$ cat config.mk
export PLATFORM = sky130hd
export DESIGN_NAME = genius_seq_ctrl
export DESIGN_NICKNAME = d
export VERILOG_FILES = /design/src/rtl/genius_pkg.sv /design/src/rtl/genius_lfsr.sv /design/src/rtl/genius_seq_ctrl.sv
export SDC_FILE = /design/constraint.sdc
export NUM_CORES = 1
export LEC_CHECK = 0
export ABC_AREA = 1
export ABC_CLOCK_PERIOD_IN_PS = 3100
export CORE_MARGIN = 3
export CORE_UTILIZATION = 43
export CTS_CLUSTER_SIZE = 20
export DETAILED_ROUTE_END_ITERATION = 12
export DONT_BUFFER_PORTS = 1
export GPL_TIMING_DRIVEN = 0
export PLACE_DENSITY = 0.62
export SYNTH_ARGS = -nofsm -noshare
export SYNTH_HDL_FRONTEND = slang
export SYNTH_SLANG_ARGS = --single-unit
$ cat constraint.sdc
create_clock -name CLK -period 3.1 [get_ports CLK]
set_input_delay 0.31 -clock CLK [delete_from_list [all_inputs] [get_ports CLK]]
set_output_delay 0.31 -clock CLK [all_outputs]
set_load 0.005 [all_outputs]
$ cat src/rtl/genius_pkg.sv
// genius_pkg -- shared definitions for the Genius (Simon-style) sequence game.
//   state_t     : controller state encoding
//   SYM_W       : width of one symbol nibble
//   MAX_ROUND   : last round index (16 rounds total)
//   LFSR_SEED   : reset value of the symbol LFSR
//   sym_onehot  : maps two random bits to a one-hot 4-bit symbol
package genius_pkg;

    typedef enum logic [2:0] {
        ST_IDLE,
        ST_ADD,
        ST_SHOW_ON,
        ST_SHOW_OFF,
        ST_WAIT_IN,
        ST_WIN,
        ST_LOSE
    } state_t;

    localparam int          SYM_W     = 4;
    localparam logic [3:0]  MAX_ROUND = 4'd15;
    localparam logic [15:0] LFSR_SEED = 16'hACE1;

    function automatic logic [SYM_W-1:0] sym_onehot(input logic [1:0] sel);
        return 4'b0001 << sel;
    endfunction

endpackage

$ cat src/rtl/genius_lfsr.sv
// genius_lfsr -- free-running 16-bit Fibonacci LFSR (taps 16,14,13,11).
//   CLK  : clock, rising edge
//   R    : synchronous active-high reset, loads LFSR_SEED
//   lfsr : current LFSR state
module genius_lfsr
    import genius_pkg::*;
(
    input  logic        CLK,
    input  logic        R,
    output logic [15:0] lfsr
);

    logic [15:0] lfsr_q;
    logic [15:0] lfsr_d;
    logic        fb;

    // Right-shifting form: tap 16 is bit 0, taps 14/13/11 are bits 2/3/5.
    always_comb begin
        fb     = lfsr_q[0] ^ lfsr_q[2] ^ lfsr_q[3] ^ lfsr_q[5];
        lfsr_d = {fb, lfsr_q[15:1]};
    end

    always_ff @(posedge CLK) begin
        if (R) begin
            lfsr_q <= LFSR_SEED;
        end else begin
            lfsr_q <= lfsr_d;
        end
    end

    assign lfsr = lfsr_q;

endmodule

$ cat src/rtl/genius_seq_ctrl.sv
// genius_seq_ctrl -- game controller: grows a random symbol sequence, plays it
// back on the LEDs and checks the player's button presses against it.
//   CLK, R    : clock and synchronous active-high reset
//   start     : starts a new game from IDLE, WIN or LOSE
//   btn       : one-cycle button press, 0 = none
//   reg_q     : stored sequence from the external sequence register
//   reg_data  : write data to the sequence register (0 outside ADD)
//   reg_E     : one-cycle write enable to the sequence register
//   leds      : symbol display
//   round     : current round index (sequence length minus 1)
//   busy      : high while a game is in progress
//   win, lose : game outcome flags
module genius_seq_ctrl
    import genius_pkg::*;
#(
    parameter int N    = 64,
    parameter int TICK = 25000000
) (
    input  logic         CLK,
    input  logic         R,
    input  logic         start,
    input  logic [3:0]   btn,
    input  logic [N-1:0] reg_q,
    output logic [N-1:0] reg_data,
    output logic         reg_E,
    output logic [3:0]   leds,
    output logic [3:0]   round,
    output logic         busy,
    output logic         win,
    output logic         lose
);

    localparam int            TW        = (TICK > 1) ? $clog2(TICK) : 1;
    localparam logic [TW-1:0] TICK_LAST = TW'(TICK - 1);

    state_t         state_q, state_d;
    logic [3:0]     round_q, round_d;
    logic [3:0]     idx_q, idx_d;
    logic [TW-1:0]  tick_q, tick_d;

    logic [15:0]      lfsr_w;
    logic [SYM_W-1:0] sym;
    logic [SYM_W-1:0] cur_nib;
    logic             tick_done;
    logic             unused_lfsr_hi;

    genius_lfsr u_lfsr (
        .CLK  (CLK),
        .R    (R),
        .lfsr (lfsr_w)
    );

    // Only the two low LFSR bits pick the symbol.
    assign unused_lfsr_hi = ^lfsr_w[15:2];

    always_comb begin
        sym       = sym_onehot(lfsr_w[1:0]);
        cur_nib   = reg_q[{idx_q, 2'b00} +: SYM_W];
        tick_done = (tick_q == TICK_LAST);
    end

    // State register
    always_ff @(posedge CLK) begin
        if (R) begin
            state_q <= ST_IDLE;
            round_q <= '0;
            idx_q   <= '0;
            tick_q  <= '0;
        end else begin
            state_q <= state_d;
            round_q <= round_d;
            idx_q   <= idx_d;
            tick_q  <= tick_d;
        end
    end

    // Next-state logic
    always_comb begin
        state_d = state_q;
        round_d = round_q;
        idx_d   = idx_q;
        tick_d  = tick_q;
        case (state_q)
            ST_IDLE, ST_WIN, ST_LOSE: begin
                if (start) begin
                    state_d = ST_ADD;
                    round_d = '0;
                    idx_d   = '0;
                    tick_d  = '0;
                end
            end
            ST_ADD: begin
                state_d = ST_SHOW_ON;
                idx_d   = '0;
                tick_d  = '0;
            end
            ST_SHOW_ON: begin
                if (tick_done) begin
                    tick_d  = '0;
                    state_d = ST_SHOW_OFF;
                end else begin
                    tick_d = tick_q + 1'b1;
                end
            end
            ST_SHOW_OFF: begin
                if (tick_done) begin
                    tick_d = '0;
                    if (idx_q == round_q) begin
                        state_d = ST_WAIT_IN;
                        idx_d   = '0;
                    end else begin
                        state_d = ST_SHOW_ON;
                        idx_d   = idx_q + 1'b1;
                    end
                end else begin
                    tick_d = tick_q + 1'b1;
                end
            end
            ST_WAIT_IN: begin
                if (btn != '0) begin
                    // Any press other than the exact expected one-hot nibble,
                    // including multi-hot, ends the game.
                    if (btn == cur_nib) begin
                        if (idx_q == round_q) begin
                            if (round_q == MAX_ROUND) begin
                                state_d = ST_WIN;
                            end else begin
                                round_d = round_q + 1'b1;
                                state_d = ST_ADD;
                            end
                        end else begin
                            idx_d = idx_q + 1'b1;
                        end
                    end else begin
                        state_d = ST_LOSE;
                    end
                end
            end
            default: begin
                state_d = ST_IDLE;
            end
        endcase
    end

    // Output logic
    always_comb begin
        reg_data = '0;
        reg_E    = 1'b0;
        leds     = '0;
        win      = 1'b0;
        lose     = 1'b0;
        busy     = 1'b1;
        round    = round_q;
        case (state_q)
            ST_IDLE: begin
                busy = 1'b0;
            end
            ST_ADD: begin
                reg_E = 1'b1;
                if (round_q == '0) begin
                    reg_data = {{(N-SYM_W){1'b0}}, sym};
                end else begin
                    reg_data = reg_q;
                    reg_data[{round_q, 2'b00} +: SYM_W] = sym;
                end
            end
            ST_SHOW_ON: begin
                leds = cur_nib;
            end
            ST_WIN: begin
                busy = 1'b0;
                win  = 1'b1;
                leds = '1;
            end
            ST_LOSE: begin
                busy = 1'b0;
                lose = 1'b1;
            end
            default: begin
            end
        endcase
    end

endmodule

; Yosys cells after proc, flatten, opt, wreduce, memory -nomap -nowiden
; Cells that the tools add are included.
[totals]
wordCells = 79
regBits = 52
input_bits = 71
[op_classes]
n_reduce_logical = 12
add_sub_neg = 4
n_shift = 4
muxes = 32
eq_ne = 19
n_bitwise = 3
[op_table]
columns = op, n
row1 = 2-to-1 mux 64 bit, 2
row2 = one-hot mux 25 bit (3 select lines), 1
row3 = bitwise mux 64 bit, 1
row4 = "variable shift 4 x 8 -> 64 bit, first input constant", 1
row5 = indexed part select 4 x 8 -> 64 bit, 1
row6 = indexed part select 64 x 7 -> 4 bit, 1
row7 = 2-to-1 mux 25 bit, 2
row8 = 2-to-1 mux 4 bit, 10
row9 = "adder 25 x 1 -> 25 bit, second input constant", 1
row10 = "== test 25 bit, second input constant", 1
row11 = 2-to-1 mux 3 bit, 8
row12 = one-hot mux 4 bit (2 select lines), 2
row13 = one-hot mux 4 bit (4 select lines), 1
row14 = one-hot mux 3 bit (5 select lines), 1
row15 = "inequality test 2 bit, second input constant", 7
row16 = AND reduction 6 bit, 2
row17 = "== test 3 bit, second input constant", 3
row18 = "adder 4 x 1 -> 4 bit, second input constant", 2
row19 = == test 4 bit, 2
row20 = negation 6 -> 8 bit, 1
row21 = nonzero test 4 bit, 2
row22 = "== test 3 x 2 -> 1 bit, second input constant", 2
row23 = AND reduction 5 bit, 1
row24 = "== test 4 bit, second input constant", 1
row25 = other kinds (13), 18

; Longest topological paths before layout
; Gate-level depths: netlist of run 1.
[logic_depth]
depth_word = 6
depth_mapped = 18
mapped_depth_nobuf = 16

; By module
; From an unflattened synthesis of run 1, not the netlist that was laid out.
[unflattened]
cells_unflattened = 814
area_unflattened_um2 = 4633.2
[by_module_without_submodules]
columns = module, cells_each, n_inst, area_each_um2
row1 = genius_seq_ctrl, 757, 1, 4132.7
row2 = genius_lfsr, 57, 1, 500.5

; Worst setup path after synthesis of run 1
; Ideal clock, no wire load.
[synth_timing]
kind = register to output
startpoint = register round_q[0] (netlist: round[0])
endpoint = output port reg_data[58]
slack_ps = 403
path_stages_with_launch = 14
required_time_ps = 2790
n_path_buf = 3
arrival_time_ps = 2387
cell_sequence = dfxtp_1 -> inv_1 -> buf_2 -> buf_1 -> ha_1 -> buf_2 -> clkinv_1 -> nor2_1 -> inv_1 -> nor2_1 -> inv_1 -> nor2_1 -> nor2_1 -> a211oi_1
[synth_between]
elab_chain_cells = 5
elab_cells_between_ends = 7
classes_between = 1 x add/sub / 2 x shift / 3 x mux / 1 x reduce/logical
[synth_rtl]
columns = element, line_no
row1 = from (decl), genius_seq_ctrl.sv:37  ; logic [3:0] round_q, round_d;
row2 = from (signal assigned), genius_seq_ctrl.sv:71  ; round_q <= round_d;
row3 = negation 6 -> 8 bit, genius_seq_ctrl.sv:164  ; reg_data[{round_q, 2'b00} +: SYM_W] = sym;
row4 = indexed part select 4 x 8 -> 64 bit or variable shift 4 x 8 -> 64 bit (tied branches), genius_seq_ctrl.sv:164
row5 = bitwise mux 64 bit, genius_seq_ctrl.sv:164
row6 = 2-to-1 mux 64 bit (*), genius_seq_ctrl.sv:160  ; if (round_q == '0) begin
row7 = 2-to-1 mux 64 bit (*), genius_seq_ctrl.sv:154  ; case (state_q)
row8 = to (decl), genius_seq_ctrl.sv:24  ; output logic [N-1:0] reg_data,
; Every way passes the cells marked *; elsewhere a longest branch is shown, timed or not.

; Worst setup path after layout of run 1
[layout_timing]
startpoint = register round_q[0] (netlist: round[0])
endpoint = output port reg_data[27]
; Same word-level chain as after synthesis.

==> run metrics, run 1 <==
Placed Cells=955; DIE WIDTH=111 um; Final ANT Viol Nets=0; die height=111 um; Mapped Cells=819; vias in the first global route=5,058; Clock Latency Late Sink=0.32 ns; PwrDens=762 nW/um2; synthesized flop and latch total=52; Slew Viols, Final=0; largest net degree at the start of global routing=18; Synth Area in Compound Gates=0.179; Fin Setup TNS=0 ns; sequential cell area fraction in the yosys report=0.221; post-synthesis mux area share=0; Adder-Cell Fraction of Synth Area=0.0159; gpl congestion=0.925; diode count=0; Die Footprint=12,300 um2; Leak=0.00225 uW; Clock Sinks=52; Highest Clock Rate=0.337 GHz; Num CTS Buffers=5; DRC=0; Slew headroom=0.474; clk slew on worst S/H paths=0.10 ns; root buffer cell=clkbuf_8; Post-Syn Area per Cell=5.76 um2; Buffers on Ports=0; routed len/inst=17.9 um; final hold vios=0; Crit Path Max Fanout=10; GRT overflow=0; critical path launch point type=register; CTS tree=done; initial antenna violation count=0; commonest non-fill, non-tap cell in the layout=nand2_1; Core Rows=37; # fillers=1,148; area of the multi-input gates=3190 um2; register area=1040 um2; Final Instance Count excl. Fillers=973; final worst-path cycle share=0.957; Setup CP Type=reg2out; Cell Area, Synth=4710 um2; Area Growth Syn to Fin=9.87%; # Max-Cap Violations=0; Hold Path Class=in2reg; DR vias=5,543; Setup crit end kind=output port; fraction of layout cells with a size suffix above 1=0.124; VDD IR max=0.429 mV; Max clock buf depth=2; H-tree depth=2; IO Count=147; Yosys warnings=0; DR pass1 iterations=5; Synth Area in Simple Gates=0.432; WL final=17,400 um; fin nets=913; most common flop cell mapped by yosys=dfxtp_1; # setup viols final=0; post-synth cell types=45; core area=10,500 um2; detailed placer's ending HPWL=13,800 um; Synth async-reset ratio=0; most frequent cells in the layout=nand2_1, nor2_1, inv_1; Final Critical Period=2.97 ns; DR vias/cell=5.70; fin util=0.493; Final WS setup=0.133 ns; pre-CTS setup slack=-0.416 ns; first-pass GRT wire length=27,400 um; status=finished clean; Least-Margin Pin Slew=0.789 ns; EDFF count, synth=0; Synth Area in XOR/XNOR=0.0374; Synthesized Nets=896; Worst Skew=0.00988 ns; hold buffer count at CTS=0; worst path arrival time=2.66 ns; largest family of logic cells by synthesized area=simple AND/OR/NAND/NOR gates; starting density of the core=0.449; initial DRC count=571; required time worst endpoint=2.79 ns; GR Util All Layers=0.275
-- critical path, stage by stage, from the launching register on --
cell	delay [ns]
dfxtp_4	0.41
inv_1	0.07
clkbuf_4	0.20
buf_6	0.17
ha_2	0.32
buf_6	0.15
clkinv_4	0.11
nor2_1	0.11
inv_1	0.06
nor2_1	0.14
nand3_1	0.25
o21ai_0	0.26
a21oi_1	0.09
-- synth_stat cells, types with 2 or more instances --
cell type / n / share of area
or2_2: 7 / 0.0093
nor3_2: 4 / 0.0085
nand4_1: 13 / 0.017
o31ai_1: 2 / 0.0032
o21ai_1: 9 / 0.0096
a31oi_1: 5 / 0.0066
xor2_1: 15 / 0.028
buf_4: 6 / 0.0096
dfxtp_1: 52 / 0.22
nand2_2: 4 / 0.0053
nor3_1: 25 / 0.027
buf_2: 8 / 0.0085
inv_1: 74 / 0.059
a21oi_1: 57 / 0.061
clkinv_1: 4 / 0.0032
clkbuf_1: 8 / 0.0064
nand2_1: 187 / 0.15
o21a_1: 3 / 0.0048
nand2_4: 2 / 0.0048
inv_2: 12 / 0.0096
a211oi_1: 8 / 0.013
o21ai_0: 61 / 0.065
nand3b_1: 2 / 0.0032
nor4_1: 10 / 0.013
buf_6: 7 / 0.017
xnor2_1: 2 / 0.0037
nor3b_1: 2 / 0.0032
nor2_4: 2 / 0.0048
nor2_2: 7 / 0.0093
nor2_1: 159 / 0.13
ha_1: 6 / 0.016
o21bai_1: 3 / 0.0048
nand3_1: 41 / 0.044
-- area by class of cell --
class,count,share of cell area
multi-input cells,646,0.616
inverters,91,0.0674
plain buffers,30,0.0423
flip-flops and latches,52,0.202
well taps,136,0.0329
repair buffers,10,0.0179
clock inverters,3,0.00894
clock buffers,5,0.0133
-- logic make-up (layout without fill, tap and decap cells) --
kind of cell / count (synthesis) / in the layout
AND/OR/NAND/NOR: 469 / 469
AO/OA/AOI/OAI: 153 / 153
buffers and inverters: 121 / 139
flip-flops: 52 / 52
XOR/XNOR: 18 / 18
adder cells (fa/ha/maj): 6 / 6
-- report_power, final --
group / internal [uW] / switching (uW) / leakage, uW
Sequential: 738 / 68.0 / 0.000426
Clock: 245 / 249 / 0.0000600
Combinational: 843 / 1800 / 0.00177
-- final timing paths --
kind	startpoint	end	slack (ns)	cells after the start
worst max-delay path	round[0]	reg_data[27]	0.13	12
worst min-delay path	R	u_lfsr.lfsr[7]	0.1	1
worst max register to register	tick_q[0]	idx_q[3]	0.84	10
worst min register to register	u_lfsr.lfsr[15]	u_lfsr.lfsr[14]	0.41	2
-- registers in the layout, indices dropped and copies added (netlist names) --
name,cells
tick_q,25
round,4
u_lfsr.lfsr,16
state_q,3
idx_q,4
-- timing repair --
item | CTS | global route
pin swaps | 2 | 4
setup buffers | 2 | 8
gates resized for setup | 17 | 18
setup endpoints to repair | 60 | 60
cloned | 0 | 0
-- metrics by stage --
stage	power, uW	area (um2)	hold slack (ns)
2_1_floorplan	2620	4710	0.388
3_3_place_gp	3190	4880	0.393
3_5_place_dp	3230	4880	0.394
4_1_cts	3790	5070	0.0892
5_1_grt	4260	5180	0.0802
6_report	3950	5180	0.0964
-- routing by layer --
layer	up-vias	part of all wire	GRT usage
met4	0	0.030	0.0805
met2	327	0.43	0.430
met3	41	0.11	0.0611
met1	2485	0.43	0.379
li1	2690	-	-
met5	-	0	0
Power figures use the tool's default switching activity.
==> run 2, diff against run 1 <==
Settings changed: ABC_AREA 1 to unset.
==> run 2 against run 1 <==
  * Sequential power is 7.7% lower
  * Cell count is 27% lower
  * Power is 56% lower
  * The flow now finishes with violations (negative setup slack)
  * Global-route usage is 3.3 points lower
  * Design area is 6.6% lower
  * First-iteration DRC count is 39% lower
  * Critical path depth is 3 lower
  * Synthesized cell count is 31% lower
==> run metrics, run 2 <==
Least-Margin Pin Slew=0.824 ns; WHS=0.200 ns; initial DRC count=348; Core Rows=36; root buffer cell=clkbuf_8; worst path arrival time=3.36 ns; Synthesized Nets=645; post-synth top area share=0.237; Clock Latency Late Sink=0.31 ns; H-tree depth=2; reg2reg start=idx_q[0]; EDFF count, synth=0; DR pass1 iterations=5; vias in the first global route=4,035; Reg2Reg Setup Slack=-0.04 ns; initial antenna violation count=0; met1 global-route usage=0.322; Setup crit end kind=register; core area=9860 um2; Hold Path Class=in2reg; fin util=0.490; register area=1050 um2; Post-synth top cells=nor2_1, mux2i_1, dfxtp_1; most common flop cell mapped by yosys=dfxtp_1; final worst-path cycle share=1.01; cell accounting for the most synthesized area=dfxtp_1; Leak=0.00176 uW; Final Instance Count excl. Fillers=715; required time worst endpoint=3.32 ns; Worst Skew=0.00623 ns; Worst setup startpoint=idx_q[0]; DRC=0; DR vias/cell=6.00; most frequent cells in the layout=nor2_1, mux2i_1, dfxtp_1; Mapped Cells=568; fin nets=658; # Max-Cap Violations=0; post-synth cell types=48; Die Footprint=11,400 um2; WL final=14,100 um; Num CTS Buffers=5; met3 Track Usage GR=0.0801; commonest non-fill, non-tap cell in the layout=nor2_1; largest cells by area after synthesis=dfxtp_1, mux2i_1, nor2_1, mux4_1, xnor2_1; largest net degree at the start of global routing=18; die height=107 um; Final WS setup=-0.0442 ns; # setup viols final=2; critical path launch point type=register; Yosys warnings=0; PwrDens=357 nW/um2; Post-Syn Area per Cell=7.72 um2; final hold vios=0; sequential cell area fraction in the yosys report=0.237; IO Count=147; status=finished with violations; VDD IR max=0.218 mV; diode count=0; synthesized flop and latch total=52; Cell Area, Synth=4390 um2; CTS tree=done; Hold Crit Start=R; Highest Clock Rate=0.318 GHz; count leader, synth=nor2_1; Top Usage Layer GRT=met2; Largest Register=tick_q; Final Critical Period=3.14 ns; met2 usage=0.385; Placed Cells=701; GR Util All Layers=0.242; Largest register FFs=25; first-pass GRT wire length=22,000 um; Setup CP Type=reg2reg; Area Growth Syn to Fin=10.3%; GRT overflow=0; DR vias=4,288; Buffers on Ports=0; DIE WIDTH=107 um; gpl congestion=0.939; clk slew on worst S/H paths=0.10 ns; RSZ-0062 raised after global routing=true; routed len/inst=19.8 um; Final ANT Viol Nets=0; Crit Path Max Fanout=7; # fillers=969; failing checks=negative setup slack; Slew Viols, Final=0; detailed placer's ending HPWL=11,200 um; area of the multi-input gates=3220 um2; fraction of layout cells with a size suffix above 1=0.127; Synth async-reset ratio=0; Pwr Total=1730 uW; Slew headroom=0.446; Clock Sinks=52; starting density of the core=0.445; Max clock buf depth=2
run 2: cell types whose count changed after synthesis, sizes merged, moves of 14 or more:
cell and delta:
clkbuf +18, a21oi -30, mux4 +14, nor2 -55
o21ai -64, nand3 -22, buf -14, mux2i +60
nor2b +20, xnor2 +18, nand2 -152, inv -75
run 2: logic make-up (layout without fill, tap and decap cells):
logic type / Yosys count / count (layout) / share of synthesized area
buf+inv: 46 / 60 / 0.0436
compound gates: 62 / 62 / 0.0873
simple gates: 288 / 288 / 0.319
mux: 76 / 76 / 0.220
flops: 52 / 52 / 0.237
xor+xnor: 38 / 38 / 0.0759
fa+ha+maj: 6 / 6 / 0.0171
run 2: layout make-up:
| class | count | share of cell area |
|---|---|---|
| buffer | 30 | 0.0367 |
| clock buffer | 5 | 0.0142 |
| clock inverter | 3 | 0.00440 |
| inverter | 12 | 0.00931 |
| multi-input combinational | 470 | 0.667 |
| sequential | 52 | 0.216 |
| tap | 133 | 0.0344 |
| timing repair buffer | 10 | 0.0181 |
run 2: worst paths after layout:
kind,endpoint,cells after the start
worst min-delay path,round[3],3
worst min register to register,u_lfsr.lfsr[5],1
worst max register to register,state_q[2],9
worst max-delay path,state_q[2],9
run 2: where the power goes:
| part | total [uW] | internal, uW | leakage (uW) | switching, uW |
|---|---|---|---|---|
| clock network | 394 | 161 | 0.0000445 | 233 |
| registers | 744 | 704 | 0.000426 | 39.7 |
| logic | 588 | 224 | 0.00129 | 364 |
run 2: metrics by stage:
stage / TNS [ns] / instance area [um2] / setup slack, ns
finish: -0.0836 / 4840 / -0.0442
global route: -0.443 / 4840 / -0.0842
CTS: 0 / 4730 / 0.0128
detailed placement: -4.00 / 4550 / -0.574
global placement: -3.52 / 4550 / -0.528
floorplan: 0 / 4390 / 0.0983
run 2: metal layers:
| metal | share of wire | wire (um) | vias to the layer above |
|---|---|---|---|
| met5 | 0 | 0 | - |
| met4 | 0.018 | 257 | 0 |
| met3 | 0.12 | 1670 | 27 |
| met2 | 0.46 | 6500 | 223 |
| met1 | 0.40 | 5710 | 2023 |
| li1 | - | - | 2015 |
run 2: repair_timing:
action                     in CTS  in global routing
setup buffers                   3                  7
resized for setup              25                 20
hold buffers                    0                  0
setup endpoints to repair      49                 60
hold endpoints to repair        0                  0
pin swaps                       3                 10
run 2: worst max-delay path, stage by stage, from the launching register on:
cell and delay (ns):
dfxtp_2 0.36, buf_8 0.12, buf_12 0.12, mux4_2 0.50, mux4_2 0.54, xor2_2 0.20
or4_4 0.59, buf_6 0.16, o31a_1 0.24, o32ai_1 0.22
==> run 3, diff against run 2 <==
Settings changed: CORE_MARGIN 3 to unset, SYNTH_HIERARCHICAL set to 1.
==> run 3 against run 2 <==
  * The run still ends with negative setup slack left
  * Non-clock buffer count grew 12
  * Cell count increased by 0.70%
  * Power increased by 15%
  * Worst hold slack worse by 0.16 ns
  * First-iteration DRC count decreased by 15%
  * Combinational power up 37%
  * Die area down 7.0%
  * Wire length is 4.5% higher
  * Core utilization grew 1.3 points
  * Sequential share of layout area fell by 0.49 points
  * Critical endpoint is now round[2]
  * Largest cell class unchanged
==> run metrics, run 3 <==
Final WS setup=-0.120 ns; Setup crit end kind=register; Core Rows=36; Worst Skew=0.00765 ns; DIE WIDTH=103 um; status=finished with violations; Area Growth Syn to Fin=12.6%; starting density of the core=0.446; # setup viols final=11; # fillers=989; count leader, synth=nor2_1; most common flop cell mapped by yosys=dfxtp_1; Die Footprint=10,700 um2; Final Critical Period=3.22 ns; VDD IR max=0.259 mV; RSZ-0062 raised after global routing=true; routed len/inst=20.5 um; GRT overflow=0; critical path launch point type=register; commonest non-fill, non-tap cell in the layout=nor2_1; worst-case reg-to-reg path depth=8; Max clock buf depth=2; combinational share of power=0.405; EDFF count, synth=0; fraction of layout cells with a size suffix above 1=0.135; DRC=0; Mapped Cells=566; hold path cells=1; Largest Register=tick_q; Leak=0.00183 uW; initial DRC count=295; Setup CP Type=reg2reg; switching share of total power=0.409; Slew headroom=0.512; most frequent cells in the layout=nor2_1, mux2i_1, dfxtp_1; CTS tree=done; GR Util All Layers=0.274; Largest register FFs=25; Buffers on Ports=0; Post-Syn Area per Cell=7.78 um2; H-tree depth=2; # Max-Cap Violations=0; vias in the first global route=4,186; Fin Setup TNS=-0.646 ns; failing checks=negative setup slack; Clock Latency Late Sink=0.32 ns; Slew Viols, Final=0; PwrDens=400 nW/um2; core area=9860 um2; post-synth cell types=58; Post-synth top cells=nor2_1, mux2i_1, dfxtp_1; DR pass1 iterations=5; IO Count=147; die height=103 um; Synthesized Nets=643; clock power share=0.214; synthesized flop and latch total=52; DR vias/cell=6.08; cell accounting for the most synthesized area=dfxtp_1; WL final=14,800 um; Post-DP Area=4570 um2; gpl congestion=0.884; final worst-path cycle share=1.04; Num CTS Buffers=5; Synth async-reset ratio=0; first-pass GRT wire length=22,000 um; Final ANT Viol Nets=0; Int Power=1170 uW; fin nets=663; Highest Clock Rate=0.311 GHz; area of the multi-input gates=3250 um2; clk slew on worst S/H paths=0.11 ns; DR vias=4,375; sequential power share=0.380; NetSw=811 uW; Clock Sinks=52; largest net degree at the start of global routing=20; final hold vios=0; Cell Area, Synth=4400 um2; initial antenna violation count=0; detailed placer's ending HPWL=11,200 um; Crit Path Max Fanout=5; Yosys warnings=6; cell area after layout=4960 um2; required time worst endpoint=3.35 ns; register area=1050 um2; sequential cell area fraction in the yosys report=0.236; Pwr Total=1980 uW; root buffer cell=clkbuf_8; diode count=0; Hold Path Class=in2reg; post-synth top area share=0.236; worst path arrival time=3.47 ns; largest cells by area after synthesis=dfxtp_1, mux2i_1, nor2_1, mux4_1, a21oi_1; Least-Margin Pin Slew=0.729 ns
## run 3: cell types whose count changed after synthesis, sizes merged, moves of 5 or more
cell / before / now
a21oi: 28 / 33
o21ai: 7 / 12
or3: 13 / 7
mux2i: 60 / 55
nor2b: 20 / 13
o211ai: 7 / 1
## run 3: cell families after synthesis
family | synth area share
simple gates | 0.320
mux | 0.220
compound gates | 0.0892
flops | 0.236
buf+inv | 0.0477
xor+xnor | 0.0696
fa+ha+maj | 0.0170
## run 3: cell type report
cell class / count / share of cell area
Buffer: 34 / 0.0368
Multi-Input combinational cell: 467 / 0.655
Clock inverter: 3 / 0.00580
Clock buffer: 5 / 0.0139
Inverter: 8 / 0.00605
Sequential cell: 52 / 0.211
Tap cell: 133 / 0.0335
Timing Repair Buffer: 18 / 0.0371
## run 3: per-stage QoR
stage | util | instances | setup slack, ns | hold slack, ns
3_3_place_gp | 0.463 | 699 | -0.482 | 0.387
2_1_floorplan | - | 566 | 0.0669 | 0.382
5_1_grt | 0.503 | 720 | -0.205 | 0.0282
3_5_place_dp | 0.463 | 699 | -0.551 | 0.387
4_1_cts | 0.499 | 721 | -0.146 | 0.0362
6_report | 0.503 | 720 | -0.120 | 0.0443
## run 3: path summary, 6_finish.rpt
path	from	end	slack (ns)
min reg2reg	u_lfsr/lfsr[11]	u_lfsr/lfsr[10]	0.42
max reg2reg	idx_q[1]	round[2]	-0.12
max	idx_q[1]	round[2]	-0.12
min	R	u_lfsr/lfsr[4]	0.04
## run 3: power groups by stage
stage / logic [uW] / registers (uW) / clock network (uW)
detailed placement: 671 / 769 / 0
global route: 889 / 760 / 458
floorplan: 511 / 755 / 0
finish: 804 / 755 / 425
global placement: 649 / 766 / 0
CTS: 753 / 753 / 436
## run 3: worst max-delay path, cell delays in order (launching register included)
cell     delay, ns
dfxtp_4       0.39
buf_8         0.13
buf_12        0.13
mux4_2        0.52
mux4_2        0.57
xor2_2        0.22
or4b_4        0.53
or4_4         0.49
a31oi_1       0.16
## run 3: repair_timing
item	CTS	global route
hold buffers	0	0
gates resized for setup	36	25
endpoints found under the hold margin	0	0
setup buffers	13	4
pin swaps	12	6
endpoints found under the setup margin	75	63
gates cloned	2	0
## run 3: per-layer routing
metal / GRT usage / part of all wire
met1: 0.326 / 0.39
met2: 0.479 / 0.49
met3: 0.0685 / 0.084
met4: 0.0953 / 0.030
met5: 0 / 0
